==> src/rtl/crossbar_pkg.sv <==
// Shared crossbar definitions: arbiter state encoding, slave command codes,
// default bus widths and a small index-width helper.
package crossbar_pkg;

    typedef enum logic {
        IDLE = 1'b0,
        BUSY = 1'b1
    } arb_state_t;

    localparam logic CMD_READ  = 1'b0;
    localparam logic CMD_WRITE = 1'b1;

    localparam int DEFAULT_ADDR_WIDTH = 32;
    localparam int DEFAULT_DATA_WIDTH = 32;

    // Bits needed to index n entries (never less than one bit).
    function automatic int idx_width(input int n);
        return (n > 1) ? $clog2(n) : 1;
    endfunction

endpackage

==> src/rtl/slave_port_arbiter_rr_pick.sv <==
// rr_pick: purely combinational round-robin picker. Returns the first
// requester (req with mask bits removed) at or after ptr, wrapping at N-1 -> 0.
module rr_pick
    import crossbar_pkg::*;
#(
    parameter int N  = 2,
    parameter int IW = idx_width(N)
) (
    input  logic [N-1:0]  req,
    input  logic [IW-1:0] ptr,
    input  logic [N-1:0]  mask,
    output logic          valid,
    output logic [IW-1:0] index
);

    localparam int SW = IW + 1;

    logic [N-1:0]  eligible;
    logic [SW-1:0] cand;

    generate
        for (genvar gi = 0; gi < N; gi++) begin : g_elig
            assign eligible[gi] = req[gi] & ~mask[gi];
        end
    endgenerate

    // Scan offsets from far to near so the nearest eligible requester wins.
    always_comb begin
        valid = 1'b0;
        index = '0;
        cand  = '0;
        for (int k = N - 1; k >= 0; k--) begin
            cand = {1'b0, ptr} + SW'(k);
            if (cand >= SW'(N)) begin
                cand = cand - SW'(N);
            end
            if (eligible[cand[IW-1:0]]) begin
                valid = 1'b1;
                index = cand[IW-1:0];
            end
        end
    end

endmodule

==> src/rtl/slave_port_arbiter.sv <==
// slave_port_arbiter: slave-side crossbar port. Grants one master at a time
// round-robin, drives the slave from the registered owner and returns the
// slave's ack/rdata to that owner only.
// Optional watchdog: define SLAVE_ARB_TIMEOUT_EN to error-terminate transfers
// that see no s_ack for TIMEOUT_CYCLES busy cycles.
module slave_port_arbiter
    import crossbar_pkg::*;
#(
    parameter int NUM_MASTERS    = 2,
    parameter int ADDR_WIDTH     = DEFAULT_ADDR_WIDTH,
    parameter int DATA_WIDTH     = DEFAULT_DATA_WIDTH,
    parameter int TIMEOUT_CYCLES = 16
) (
    input  logic                              clk,
    input  logic                              rst,
    input  logic [NUM_MASTERS-1:0]            m_req,
    input  logic [NUM_MASTERS-1:0]            m_cmd,
    input  logic [NUM_MASTERS*ADDR_WIDTH-1:0] m_addr,
    input  logic [NUM_MASTERS*DATA_WIDTH-1:0] m_wdata,
    output logic [NUM_MASTERS*DATA_WIDTH-1:0] m_rdata,
    output logic [NUM_MASTERS-1:0]            m_ack,
    output logic [NUM_MASTERS-1:0]            m_err,
    output logic                              s_cs,
    output logic                              s_cmd,
    output logic [ADDR_WIDTH-1:0]             s_addr,
    output logic [DATA_WIDTH-1:0]             s_wdata,
    input  logic [DATA_WIDTH-1:0]             s_rdata,
    input  logic                              s_ack
);

    localparam int IW = idx_width(NUM_MASTERS);

    arb_state_t                state_reg, state_next;
    logic [IW-1:0]             owner_reg, owner_next;
    logic [IW-1:0]             rr_ptr_reg, rr_ptr_next;
    logic [IW-1:0]             owner_inc;

    logic                      pick_valid;
    logic [IW-1:0]             pick_index;
    logic [IW-1:0]             pick_ptr;
    logic [NUM_MASTERS-1:0]    pick_mask;
    logic [NUM_MASTERS-1:0]    owner_onehot;

    logic                      busy;
    logic                      timeout;
    logic                      complete;

    logic [ADDR_WIDTH-1:0]     addr_arr  [NUM_MASTERS];
    logic [DATA_WIDTH-1:0]     wdata_arr [NUM_MASTERS];

    assign busy      = (state_reg == BUSY);
    assign owner_inc = (owner_reg == IW'(NUM_MASTERS - 1)) ? '0 : owner_reg + 1'b1;

    // A transfer ends on slave ack or watchdog expiry; a reset cycle abandons it.
    assign complete  = busy & ~rst & (s_ack | timeout);

    // Per-master views: owner decode and request slices as arrays for muxing.
    generate
        for (genvar gi = 0; gi < NUM_MASTERS; gi++) begin : g_master
            assign owner_onehot[gi] = (owner_reg == IW'(gi));
            assign addr_arr[gi]     = m_addr[gi*ADDR_WIDTH +: ADDR_WIDTH];
            assign wdata_arr[gi]    = m_wdata[gi*DATA_WIDTH +: DATA_WIDTH];
        end
    endgenerate

    // While busy, re-arbitration starts just past the owner and skips it, so a
    // master can never win two transfers in a row without an idle cycle.
    assign pick_ptr  = busy ? owner_inc : rr_ptr_reg;
    assign pick_mask = busy ? owner_onehot : '0;

    rr_pick #(
        .N (NUM_MASTERS)
    ) u_pick (
        .req   (m_req),
        .ptr   (pick_ptr),
        .mask  (pick_mask),
        .valid (pick_valid),
        .index (pick_index)
    );

`ifdef SLAVE_ARB_TIMEOUT_EN
    localparam int WDOG_W = (TIMEOUT_CYCLES > 1) ? $clog2(TIMEOUT_CYCLES) : 1;

    logic [WDOG_W-1:0] wdog_reg, wdog_next;

    // Watchdog register: counts busy cycles that have not completed.
    always_ff @(posedge clk) begin
        if (rst) begin
            wdog_reg <= '0;
        end else begin
            wdog_reg <= wdog_next;
        end
    end

    // Any completion (or leaving BUSY) restarts the count for the next owner.
    always_comb begin
        wdog_next = '0;
        if (busy && !complete) begin
            wdog_next = wdog_reg + 1'b1;
        end
    end

    assign timeout = busy & ~s_ack & (wdog_reg == WDOG_W'(TIMEOUT_CYCLES - 1));
`else
    logic unused_timeout_cfg;
    assign unused_timeout_cfg = (TIMEOUT_CYCLES != 0);
    assign timeout            = 1'b0;
`endif

    // State register: FSM state, current owner and round-robin pointer.
    always_ff @(posedge clk) begin
        if (rst) begin
            state_reg  <= IDLE;
            owner_reg  <= '0;
            rr_ptr_reg <= '0;
        end else begin
            state_reg  <= state_next;
            owner_reg  <= owner_next;
            rr_ptr_reg <= rr_ptr_next;
        end
    end

    // Next-state logic: grant from IDLE, hand over or release on completion.
    always_comb begin
        state_next  = state_reg;
        owner_next  = owner_reg;
        rr_ptr_next = rr_ptr_reg;
        case (state_reg)
            IDLE: begin
                if (pick_valid) begin
                    state_next = BUSY;
                    owner_next = pick_index;
                end
            end
            BUSY: begin
                if (complete) begin
                    rr_ptr_next = owner_inc;
                    if (pick_valid) begin
                        owner_next = pick_index;
                    end else begin
                        state_next = IDLE;
                    end
                end
            end
            default: begin
                state_next = IDLE;
            end
        endcase
    end

    // Slave-side outputs come only from registered state and the owner's slices.
    always_comb begin
        s_cs    = 1'b0;
        s_cmd   = CMD_READ;
        s_addr  = '0;
        s_wdata = '0;
        if (busy) begin
            s_cs    = 1'b1;
            s_cmd   = m_cmd[owner_reg];
            s_addr  = addr_arr[owner_reg];
            s_wdata = wdata_arr[owner_reg];
        end
    end

    // Master-side responses: only the owner's lane ever carries ack/err/rdata.
    generate
        for (genvar gi = 0; gi < NUM_MASTERS; gi++) begin : g_resp
            assign m_ack[gi] = complete & owner_onehot[gi];
            assign m_err[gi] = complete & timeout & owner_onehot[gi];
            assign m_rdata[gi*DATA_WIDTH +: DATA_WIDTH] =
                (complete && owner_onehot[gi] && !timeout && (s_cmd == CMD_READ))
                    ? s_rdata : '0;
        end
    endgenerate

endmodule

==> config.mk <==
export PLATFORM = sky130hd
export DESIGN_NAME = slave_port_arbiter
export DESIGN_NICKNAME = d
export VERILOG_FILES = /design/src/rtl/crossbar_pkg.sv /design/src/rtl/slave_port_arbiter_rr_pick.sv /design/src/rtl/slave_port_arbiter.sv
export SDC_FILE = /design/constraint.sdc
export NUM_CORES = 1
export LEC_CHECK = 0
export ABC_AREA = 1
export CAP_MARGIN = 10
export CORE_AREA = 2 2 118 120
export DETAILED_ROUTE_END_ITERATION = 8
export DIE_AREA = 0 0 120 122
export GPL_TIMING_DRIVEN = 0
export MAX_ROUTING_LAYER = met4
export SYNTH_ARGS = -nofsm -noshare
export SYNTH_HDL_FRONTEND = slang
export SYNTH_SLANG_ARGS = --single-unit
==> constraint.sdc <==
create_clock -name clk -period 1.3 [get_ports clk]
set_input_delay 0.26 -clock clk [delete_from_list [all_inputs] [get_ports clk]]
set_output_delay 0.26 -clock clk [all_outputs]
set_load 0.01 [all_outputs]
==> metrics.txt <==
outcome finished with violations; failing checks setup timing; largest net degree at the start of global routing 11; clock-pin slew on the worst setup and hold paths 0.03 ns; Crit path max-delay family buffers and inverters; top cells by count, synth 64 x a22o_1, 54 x nor2_1, 37 x inv_1; vias per cell 4.03; final hold violations 0; # DRC 0; Initial Utilization 0.109; Hold Path Cell Cnt 2; drt first pass iters 4; share of cells above drive strength 1 0.489; IO Pins 301; EDFF count, synth 0; number of max-cap violations 0; worst-skew pair later-pin latency 0.23 ns; CTS root buffer clkbuf_16; FP Rows 43; VDD IR max 0.000328 V; grt total ovfl 0; worst hold path endpoint busy; slowest CP cell dfxtp_4; total global-route track usage 0.133; max frequency 544 MHz; multi-input logic area 0.00131 mm^2; CP Data Required Time 1.04 ns; final-report setup violation count 131; Syn-to-layout area delta 264%; CP cell instances nand2_4 -> inv_4 -> a22oi_4 -> buf_6 -> nand2_4 -> buf_6 -> buf_12 -> nor2_2 -> buf_2; Post-synth ARST share 0; buffers and inverters on the worst path 5; Reg-to-Reg End rr_ptr_reg; yosys warns 0; CTS tree built; Die H 122 um; fin crit share 1.41; initial antenna violation count 0; Yosys top cell area share 0.381; CP endpoint kind output pin; RSZ-0062 raised after global routing true; CTS buffer count 3; # port buffers 298; DRT Wirelength 11.3 mm; Reg-to-Reg Start busy; Core Footprint 0.0135 mm^2; via count 2972; Antenna Nets Post-Route 0; crit path DAT 1.58 ns; largest stage delay on the critical path 0.35 ns; largest cells by area after synthesis a22o_1 38%, nor2_1 14%, buf_12 9.5%; Final Power 2.63 mW; Mapped Avg Cell Area 6.78 um^2; commonest register cell after synthesis dfxtp_1; # fillers 1352; Die ar. 0.0146 mm^2; Worst Setup Start Kind register; crit path launch owner_reg; unique cell type count in the Yosys netlist 18; number of global-route vias before repair 2862; pins over their slew limit 0; Post-Syn Area 0.00147 mm^2; worst hold path type input pin to register; worst reg2reg path depth 6; Leak Pwr 2.57 nW; final instance area 0.00535 mm^2; n_diodes 0; Synth Instances 217; Final Net Count 726; hold-fix buffers at CTS 0; first-pass GRT wire length 15.0 mm; Synth area leader a22o_1; final setup margin -0.538 ns; Die X-Extent 120 um; H-tree depth 1; Sink Count 3; post-detailed-placement cell area 0.00485 mm^2; crit path time final 1.84 ns; Clock Skew 0.000409 ns; worst-path fanout max 10; Post-DP HPWL 8.82 mm; Seq cells post-synth 3; sequential share of the synthesized area 0.0408; WL/cell 15.3 um; worst reg-to-reg setup slack 0.08 ns; register area 67.6 um^2; critical path class register to output pin; maximum clock path buffer count 2; worst hold start rst; drt initial violations 48; GP Congestion 0.796; most common cell in the netlist a22o_1; PwrDens 491 mW/mm^2
placed cells by master, fill, tap and decap left out, drive strengths merged:
cell type      count
clkdlybuf4s50    163
nand2             14
clkdlybuf4s15      7
a22o              64
dlygate4sd2        3
nand3              2
buf              181
dfxtp              3
inv               39
clkbuf             8
a22oi              1
a31oi              1
nor2              69
a31o               1
conb               2
cell families after synthesis:
logic type	share of synthesized area
and+or+nand+nor	0.264
AOI/OAI and AO/OA	0.406
buffers and inverters	0.287
DFF	0.0408
other	0.00255
power by group:
part / internal (mW) / switching [mW]
clock network: 0.406 / 0.0989
logic: 1.23 / 0.774
registers: 0.103 / 0.0137
routing by layer:
| metal | share of wire | GRT usage | up-vias |
|---|---|---|---|
| met3 | 0.081 | 0.0314 | 16 |
| met4 | 0.020 | 0.0331 | 0 |
| li1 | - | - | 1418 |
| met5 | 0 | - | - |
| met2 | 0.55 | 0.258 | 162 |
| met1 | 0.35 | 0.134 | 1376 |
per-stage QoR:
step | util | TNS (ns) | instances | worst slack [ns] | hold WS, ns
detailed placement | 0.359 | -99.32 | 696 | -0.987 | 0.481
CTS | 0.367 | -61.61 | 729 | -0.581 | 0.364
finish | 0.396 | -58.24 | 738 | -0.538 | 0.366
floorplan | - | -2.49 | 218 | -0.0448 | 0.320
global route | 0.396 | -66.38 | 738 | -0.615 | 0.378
global placement | 0.359 | -100.0 | 696 | -0.975 | 0.479
cell type report:
class,count,area share
Clock buffer,4,0.0147
Timing Repair Buffer,339,0.600
Buffer,19,0.0570
Sequential cell,3,0.0126
Multi-Input combinational cell,154,0.245
Tap cell,180,0.0421
Inverter,39,0.0283
what timing repair did:
action                     in CTS  in global routing
pin swaps                      30                 38
setup buffers                  27                 12
cloned                          4                  4
gates resized for setup       610                 65
setup endpoints to repair     132                132
hold endpoints to repair        0                  0
how the worst max path moves through the flow:
stage                        endpoint  slack (ns)  depth (start not counted)
after floorplan           m_rdata[11]       -0.04                          6
after detailed placement  m_rdata[18]       -0.99                          8
after CTS                 m_rdata[12]       -0.58                          9
final                     m_rdata[28]       -0.54                          9
after global routing      m_rdata[21]       -0.61                          9
after global placement     m_rdata[8]       -0.98                          8
Power figures use the tool's default switching activity.
